[src/rtl/pipe_stage_buf.sv]
// Ready/valid pipeline stage register with a 2-entry skid buffer (head + skid),
// synchronous flush to bubbles, and saturating stall/squash counters.
module pipe_stage_buf #(
    parameter int CTRL_W = 9,
    parameter int DATA_W = 121,
    parameter int CNT_W  = 16
) (
    input  logic              clk,
    input  logic              rst,
    input  logic              flush,
    input  logic              in_valid,
    output logic              in_ready,
    input  logic [CTRL_W-1:0] in_ctrl,
    input  logic [DATA_W-1:0] in_data,
    output logic              out_valid,
    input  logic              out_ready,
    output logic [CTRL_W-1:0] out_ctrl,
    output logic [DATA_W-1:0] out_data,
    output logic [1:0]        occupancy,
    output logic [CNT_W-1:0]  stall_cnt,
    output logic [CNT_W-1:0]  squash_cnt
);

    // Handshake: a transfer happens on a rising edge where valid and ready are both 1;
    // in_ready/out_valid are pure functions of the registered occupancy.
    typedef enum logic [1:0] {
        EMPTY = 2'd0,
        ONE   = 2'd1,
        FULL  = 2'd2
    } state_e;

    state_e             state_q, state_d;
    logic [CTRL_W-1:0]  head_ctrl_q, head_ctrl_d, skid_ctrl_q, skid_ctrl_d;
    logic [DATA_W-1:0]  head_data_q, head_data_d, skid_data_q, skid_data_d;
    logic [CNT_W-1:0]   stall_q, stall_d, squash_q, squash_d;
    logic               acc, emit, stall_inc;
    logic [1:0]         squash_add;
    logic [CNT_W:0]     squash_sum;

    assign in_ready   = (state_q != FULL);
    assign out_valid  = (state_q != EMPTY);
    assign out_ctrl   = head_ctrl_q;
    assign out_data   = head_data_q;
    assign occupancy  = state_q;
    assign stall_cnt  = stall_q;
    assign squash_cnt = squash_q;

    assign acc       = in_valid & in_ready & ~flush;
    assign emit      = out_valid & out_ready;
    assign stall_inc = in_valid & ~in_ready & ~flush;

    always_comb begin
        state_d     = state_q;
        head_ctrl_d = head_ctrl_q;
        head_data_d = head_data_q;
        skid_ctrl_d = skid_ctrl_q;
        skid_data_d = skid_data_q;
        if (flush) begin
            state_d     = EMPTY;
            head_ctrl_d = '0;
            head_data_d = '0;
            skid_ctrl_d = '0;
            skid_data_d = '0;
        end else begin
            case (state_q)
                EMPTY: begin
                    if (acc) begin
                        state_d     = ONE;
                        head_ctrl_d = in_ctrl;
                        head_data_d = in_data;
                    end
                end
                ONE: begin
                    if (acc && emit) begin
                        head_ctrl_d = in_ctrl;
                        head_data_d = in_data;
                    end else if (acc) begin
                        state_d     = FULL;
                        skid_ctrl_d = in_ctrl;
                        skid_data_d = in_data;
                    end else if (emit) begin
                        // Drained head must read back as a bubble.
                        state_d     = EMPTY;
                        head_ctrl_d = '0;
                        head_data_d = '0;
                    end
                end
                FULL: begin
                    if (emit) begin
                        state_d     = ONE;
                        head_ctrl_d = skid_ctrl_q;
                        head_data_d = skid_data_q;
                        skid_ctrl_d = '0;
                        skid_data_d = '0;
                    end
                end
                default: begin
                    state_d = EMPTY;
                end
            endcase
        end
    end

    // Entries lost to a flush: everything held minus the one leaving downstream.
    always_comb begin
        squash_add = flush ? (occupancy - {1'b0, emit}) : 2'd0;
        squash_sum = {1'b0, squash_q} + {{(CNT_W-1){1'b0}}, squash_add};
        squash_d   = squash_sum[CNT_W] ? {CNT_W{1'b1}} : squash_sum[CNT_W-1:0];
        stall_d    = stall_q;
        if (stall_inc && (stall_q != {CNT_W{1'b1}})) begin
            stall_d = stall_q + 1'b1;
        end
    end

    always_ff @(posedge clk or negedge rst) begin
        if (!rst) begin
            state_q     <= EMPTY;
            head_ctrl_q <= '0;
            head_data_q <= '0;
            skid_ctrl_q <= '0;
            skid_data_q <= '0;
            stall_q     <= '0;
            squash_q    <= '0;
        end else begin
            state_q     <= state_d;
            head_ctrl_q <= head_ctrl_d;
            head_data_q <= head_data_d;
            skid_ctrl_q <= skid_ctrl_d;
            skid_data_q <= skid_data_d;
            stall_q     <= stall_d;
            squash_q    <= squash_d;
        end
    end

endmodule

[config.mk]
export PLATFORM = sky130hd
export DESIGN_NAME = pipe_stage_buf
export DESIGN_NICKNAME = d
export VERILOG_FILES = /design/src/rtl/pipe_stage_buf.sv
export SDC_FILE = /design/constraint.sdc
export NUM_CORES = 1
export LEC_CHECK = 0
export CAP_MARGIN = 20
export CORE_AREA = 2 2 162 164
export DETAILED_ROUTE_END_ITERATION = 12
export DIE_AREA = 0 0 164 166
export GPL_TIMING_DRIVEN = 1
export PLACE_DENSITY = 0.95
export SLEW_MARGIN = 40
export SYNTH_ARGS = -nofsm -noshare
export SYNTH_HDL_FRONTEND = slang
export SYNTH_SLANG_ARGS = --single-unit
export TNS_END_PERCENT = 20
[constraint.sdc]
create_clock -name clk -period 5.2 [get_ports clk]
set_clock_uncertainty 0.1 [all_clocks]
set_input_delay 1.04 -clock clk [delete_from_list [all_inputs] [get_ports clk]]
set_output_delay 1.04 -clock clk [all_outputs]
set_load 0.005 [all_outputs]
==> out/metrics.csv, run 1 <==
stage,metric,value,unit
placement,place.gp.congestion,0.872,
drt,drt_pass1_iterations,5,
clocking,cts_max_level,1,
final_layout,fin_nets,1851,
synth,synth.most_common_cell,nand2_1,
synth,ys_ff_latch,294,
critical_path,crit_family,simple AND/OR/NAND/NOR gates,
grt,grt_pass1_wl,64.2,mm
outcome,status,"finished, final reports clean",
power,power_density,400,nW/um2
placement,io_buffers,300,
synth,async_flop_share,100,%
flow_run,drv_cap,0,
final_layout,multiInputGateArea,5810,um2
critical_path,r2r_setup_slack,1.51,ns
synth,netlist_area,13800,um2
sta,slew_headroom,45.5,%
critical_path,path_max_fanout,12,
final_layout,area_delta_synth_final,29.2,%
critical_path,cpMostUsedCell,inv_1,
final_layout,diodes,0,
grt,grt_pass1_vias,12500,
final_layout,ff_latch_area,7360,um2
synth,syn_area_per_cell,9.33,um2
sta,fmax,256,MHz
sta,maxSlewViolCount,0,
drt,via_per_inst,6.04,
clocking,clock-sinks,294,
sta,rsz0062_at_grt,false,
power,p_leak,7.53,nW
drt,drt-initial-drc-count,1521,
sta,setup_tns,0,ns
floorplan,core_area,25600,um2
sta,hold_viol_final,0,
critical_path,cp_num_buf_inv,3,
worst_hold_path,hold_path.class,input pin to async pin,
final_layout,nFillCells,1745,
critical_path,worstSetupStartpointType,input pin,
final_layout,drive_gt1_share,4.46,%
floorplan,dieArea,27200,um2
clocking,clk_latency,0.54,ns
drt,wl_per_cell,19.3,um
sta,finalCritPeriodShare,75.0,%
clocking,cts-root-buf,clkbuf_16,
critical_path,cp.required,5.55,ns
clocking,cts_inserted_buffers,30,
synth,yosys.area.top_type,dfrtp_1,
floorplan,num_rows,59,
clocking,ctsHoldBuffers,0,
synth,ys_warn_count,0,
drt,drcViolationCount,0,
power,peakVddDrop,0.289,mV
clocking,path_clk_slew,0.06,ns
floorplan,start_util,53.8,%
sta,finalSetupViolCount,0,
grt,grt_max_degree,131,
grt,overflow,0,
floorplan,io_pins,301,
synth,syn_nets,1620,
synth,synth_top_area_share,53.4,%
synth,synth_flop_cell,dfrtp_1,
floorplan,die_h,166,um
drt,wl,39.7,mm
grt,grt_use_total,28.9,%
critical_path,worstSetupPathType,input pin to flip-flop,
critical_path,critPathCaptureType,flip-flop,
grt,antenna_found_initial,0,
synth,synth_edf_count,0,
synth,netlist_instances,1477,
drt,via_count,12500,
floorplan,dieWidth,164,um
sta,worstMarginPinSlew,0.817,ns
placement,dp_hpwl,24.4,mm
critical_path,crit_chain,clkdlybuf4s50_1 > inv_1 > nor2_1 > ha_1 > inv_1 > fa_1 > nand2b_1 > nor4_4 > nand3_1 > o21ai_0,
critical_path,cpPeakStageDelay,0.79,ns
sta,min_period,3.90,ns
clocking,ctsResizeCount,0,
critical_path,cpMaxStageDelayCell,clkdlybuf4s50_1,
synth,synth_area_leaders,"dfrtp_1 (53%), nand2_1 (11%), a221oi_1 (8.2%)",
synth,ys_seq_area_share,53.4,%
synth,yosysUniqueCellTypes,51,
critical_path,crit_start,flush,
drt,ant_nets,0,
clocking,cts_tree,yes,
critical_path,r2r-start,occupancy[1]$_DFFE_PN0P_,
synth,synth_commonest_cells,"nand2_1 (411), dfrtp_1 (294), o21ai_0 (139)",
power,total_power,7.12,mW
clocking,clockBufferDepth,3,
clocking,postCtsSetupBuffers,0,
critical_path,crit_arrival,4.25,ns
==> worst paths after layout <==
check / endpoint / depth (start not counted)
min in group clk: out_data[51]$_DFFE_PN0P_ / 2
max in group asynchronous: skid_data_q[11]$_DFFE_PN0P_ / 3
setup reg to reg: squash_cnt[6]$_DFF_PN0_ / 13
hold / removal: squash_cnt[5]$_DFF_PN0_ / 1
hold reg to reg: out_data[51]$_DFFE_PN0P_ / 2
setup / recovery: squash_cnt[6]$_DFF_PN0_ / 10
==> logic make-up after synthesis <==
| kind of cell | count (synthesis) | synth area share, % |
|---|---|---|
| muxes | 3 | 0.245 |
| adders and majority gates | 8 | 0.781 |
| AOI/OAI and AO/OA | 406 | 18.5 |
| xor gates and xnor gates | 24 | 1.52 |
| and+or+nand+nor | 614 | 20.8 |
| DFF | 294 | 53.4 |
| buffers and inverters | 128 | 4.78 |
==> where the power goes <==
| part | total [mW] | internal [mW] | leakage, nW | switching, mW |
|---|---|---|---|---|
| clock | 2.15 | 1.27 | 0.476 | 0.883 |
| sequential | 2.99 | 2.69 | 3.88 | 0.292 |
| combinational | 1.98 | 0.946 | 3.17 | 1.03 |
| total | 7.12 | 4.91 | 7.53 | 2.21 |
==> metal layers <==
layer  GRT usage (%)  vias up  wire (um)
met5               0        -          0
met4            16.1        0       2290
met3            4.92      154       3120
met2            45.9      653      19100
met1            37.6     6036      15200
li1                -     5610          -
==> sequential cells by signal (all words and copies together) (netlist names) <==
| register | cells |
|---|---|
| squash_cnt | 16 |
| skid_data_q | 121 |
| occupancy | 2 |
| skid_ctrl_q | 9 |
| stall_cnt | 16 |
| out_data | 121 |
| out_ctrl | 9 |
==> placed cells by master (no fill, tap or decap), types with 19 or more instances in the layout <==
cell type	synthesis	final
o21ai_1	124	124
xor2_1	19	19
a221oi_1	129	129
o21ai_0	139	139
nor2b_1	131	131
clkbuf_16	0	31
nand2_1	411	411
clkdlybuf4s50_1	0	299
dfrtp_1	294	294
==> through the flow <==
stage / hold WS, ns / instance area, um2 / std cells / setup slack (ns) / util (%)
floorplan: 0.351 / 13800 / 1477 / 1.91 / -
global placement: 0.360 / 16800 / 2010 / 1.07 / 65.5
detailed placement: 0.369 / 16800 / 2011 / 0.868 / 65.7
CTS: 0.349 / 17800 / 2063 / 1.39 / 69.5
global route: 0.373 / 17800 / 2063 / 1.11 / 69.5
finish: 0.342 / 17800 / 2063 / 1.30 / 69.5
==> final cells by class <==
| cell class | count | share of cell area, % |
|---|---|---|
| clock buffers | 46 | 5.01 |
| clock inverters | 6 | 0.464 |
| inverters | 12 | 0.253 |
| multi-input cells | 1055 | 32.6 |
| flip-flops and latches | 294 | 41.3 |
| well taps | 335 | 2.35 |
| repair buffers | 315 | 18.0 |
(Power assumes the default switching activity.)
==> inputs of run 2 (changes only) <==
--- a/config.mk
+++ b/config.mk
@@ -6,11 +6,11 @@
 export NUM_CORES = 1
 export LEC_CHECK = 0
 export CAP_MARGIN = 20
-export CORE_AREA = 2 2 162 164
+export CORE_AREA = 2 2 168 170
 export DETAILED_ROUTE_END_ITERATION = 12
-export DIE_AREA = 0 0 164 166
+export DIE_AREA = 0 0 170 172
 export GPL_TIMING_DRIVEN = 1
-export PLACE_DENSITY = 0.95
+export PLACE_DENSITY = 0.91
 export SLEW_MARGIN = 40
 export SYNTH_ARGS = -nofsm -noshare
 export SYNTH_HDL_FRONTEND = slang
==> constraint.sdc (replaced) <==
create_clock -name clk -period 3.85 [get_ports clk]
set_clock_uncertainty 0.1 [all_clocks]
set_input_delay 0.77 -clock clk [delete_from_list [all_inputs] [get_ports clk]]
set_output_delay 0.77 -clock clk [all_outputs]
set_load 0.005 [all_outputs]
==> run 2 against run 1 <==
Register-to-register slack worse by 1.1 ns. Count of clock-buffer cells in the layout is 1 higher. Critical endpoint unchanged. Flip-flop and latch count stayed put.
==> out/metrics.csv, run 2 (synthesized netlist as in run 1, its figures left out) <==
stage,metric,value,unit,change
flow_run,drv_cap,0,,unchanged
drt,drt_pass1_iterations,5,,unchanged
power,p_leak,7.63,nW,+1.4%
sta,slew_headroom,47.7,%,+2.2 points
power,total_power,9.73,mW,+37%
final_layout,area_delta_synth_final,31.0,%,
critical_path,endpoint,squash_cnt[6]$_DFF_PN0_,,
placement,io_buffers,300,,unchanged
floorplan,start_util,50.2,%,-3.6 points
clocking,clk_latency,0.55,ns,about the same
final_layout,drive_gt1_share,5.17,%,+0.71 points
critical_path,r2r-start,occupancy[1]$_DFFE_PN0P_,,
worst_hold_path,hold_path.class,input pin to async pin,,
sta,rsz0062_at_grt,false,,
critical_path,r2r-end,squash_cnt[6]$_DFF_PN0_,,
grt,overflow,0,,unchanged
sta,fmax,287,MHz,
grt,grt_pass1_vias,12100,,-3.2%
clocking,postCtsSetupBuffers,0,,unchanged
sta,worstMarginPinSlew,0.785,ns,-0.0326 ns
floorplan,core_area,27500,um2,+7.3%
drt,ant_nets,0,,unchanged
placement,place.gp.congestion,0.902,,+3.3%
drt,wl,39.5,mm,-0.53%
floorplan,dieArea,29200,um2,+7.4%
clocking,clockBufferDepth,3,,unchanged
drt,wl_per_cell,18.9,um,-1.9%
drt,via_per_inst,5.87,,-2.8%
power,peakVddDrop,0.382,mV,+32%
sta,finalCritPeriodShare,90.4,%,
final_layout,design_area,18100,um2,+1.4%
floorplan,die_h,172,um,+3.6%
sta,finalSetupViolCount,0,,unchanged
grt,grt_max_degree,132,,+0.76%
clocking,ctsHoldBuffers,0,,unchanged
sta,min_period,3.48,ns,
clocking,clock-sinks,294,,unchanged
floorplan,num_rows,61,,+3.4%
clocking,cts_max_level,1,,unchanged
clocking,cts-root-buf,clkbuf_16,,
clocking,cts_tree,yes,,
grt,grt_pass1_wl,62.8,mm,-2.1%
sta,setup_tns,0,ns,unchanged
grt,antenna_found_initial,2,,+2
floorplan,io_pins,301,,unchanged
sta,maxSlewViolCount,0,,unchanged
sta,hold_viol_final,0,,unchanged
power,power_density,539,nW/um2,+35%
placement,dp_hpwl,24.5,mm,+0.38%
outcome,status,"finished, final reports clean",,
final_layout,fin_nets,1860,,+0.49%
placement,place_area,17000,um2,+1.1%
final_layout,nFillCells,2027,,+16%
critical_path,crit_start,occupancy[1]$_DFFE_PN0P_,,
critical_path,worstRegToRegCells,13,,unchanged
final_layout,layout.cells.most_common_list,"nand2_1 (411), clkdlybuf4s50_1 (299), dfrtp_1 (294), o21ai_0 (139), nor2b_1 (131)",,
drt,drt-initial-drc-count,1229,,-19%
critical_path,r2r_setup_slack,0.37,ns,-1.14 ns
sta,setup_slack,0.370,ns,-0.929 ns
critical_path,crit_arrival,3.85,ns,-0.40 ns
drt,drcViolationCount,0,,unchanged
floorplan,dieWidth,170,um,+3.7%
critical_path,worstSetupStartpointType,flip-flop,,
critical_path,critPathCaptureType,flip-flop,,
critical_path,path_max_fanout,12,,unchanged
clocking,cts_inserted_buffers,30,,unchanged
critical_path,worstSetupPathType,flip-flop to flip-flop,,
critical_path,cp.required,4.22,ns,-1.33 ns
placement,preCtsSetupSlack,-0.146,ns,-1.01 ns
drt,via_count,12300,,-1.5%
grt,grt_use_total,26.6,%,-2.3 points
clocking,path_clk_slew,0.06,ns,about the same
clocking,ctsResizeCount,0,,unchanged
final_layout,final_common_cell,nand2_1,,
[run 2: cell types whose count changed in the layout (fill, tap and decap cells not counted), sizes merged]
cell,delta
buf,+9
bufinv,+1
clkbuf,+1
clkinv,+1
clkinvlp,+1
diode,+4
[run 2: how the worst min path moves through the flow]
stage	start	end	slack, ns	cells past startpoint
2_1_floorplan	skid_ctrl_q[0]$_DFFE_PN0P_	skid_ctrl_q[0]$_DFFE_PN0P_	0.35	2
3_3_place_gp	out_data[13]$_DFFE_PN0P_	out_data[13]$_DFFE_PN0P_	0.36	2
3_5_place_dp	out_data[9]$_DFFE_PN0P_	out_data[9]$_DFFE_PN0P_	0.37	2
4_1_cts	rst	out_data[67]$_DFFE_PN0P_	0.15	1
5_1_grt	rst	out_data[65]$_DFFE_PN0P_	0.16	1
6_report	rst	squash_cnt[7]$_DFF_PN0_	0.12	1
[run 2: worst max-delay path, stage by stage, from the launching register on]
cell and delay [ns]:
dfrtp_1 0.42, inv_1 0.12, ha_4 0.19, nand2b_4 0.16
inv_2 0.13, ha_1 0.25, nor2_1 0.11, ha_1 0.19
inv_1 0.06, fa_1 0.45, nand2b_1 0.29, nor4_4 0.32
nand3_1 0.41, o21ai_0 0.20
[run 2: report_power, final]
part | total, mW | internal, mW | switching, mW
Sequential | 4.02 | 3.64 | 0.386
Combinational | 2.69 | 1.30 | 1.39
Clock | 3.02 | 1.81 | 1.21
[run 2: area by class of cell]
cell class / count / area (um2) / share of cell area [%]
sequential: 294 / 7360 / 40.8
multi-input combinational: 1055 / 5810 / 32.2
timing repair buffer: 324 / 3370 / 18.6
clock buffer: 47 / 906 / 5.02
tap: 346 / 433 / 2.40
clock inverter: 9 / 125 / 0.693
inverter: 12 / 45.0 / 0.249
antenna: 4 / 10.0 / 0.0554
[run 2: metrics by stage]
stage	hold slack, ns	util, %	cells
2_1_floorplan	0.351	-	1477
3_3_place_gp	0.360	61.8	2030
3_5_place_dp	0.370	61.9	2031
4_1_cts	0.153	65.7	2087
5_1_grt	0.160	65.7	2089
6_report	0.120	65.7	2091
[run 2: layer usage]
layer	part of all wire, %	vias up	track usage [%]	wire, um
met3	6.8	116	4.17	2680
li1	-	5609	-	-
met1	39	6006	33.9	15400
met4	4.5	0	12.7	1770
met5	0	-	0	0
met2	50	536	44.8	19700
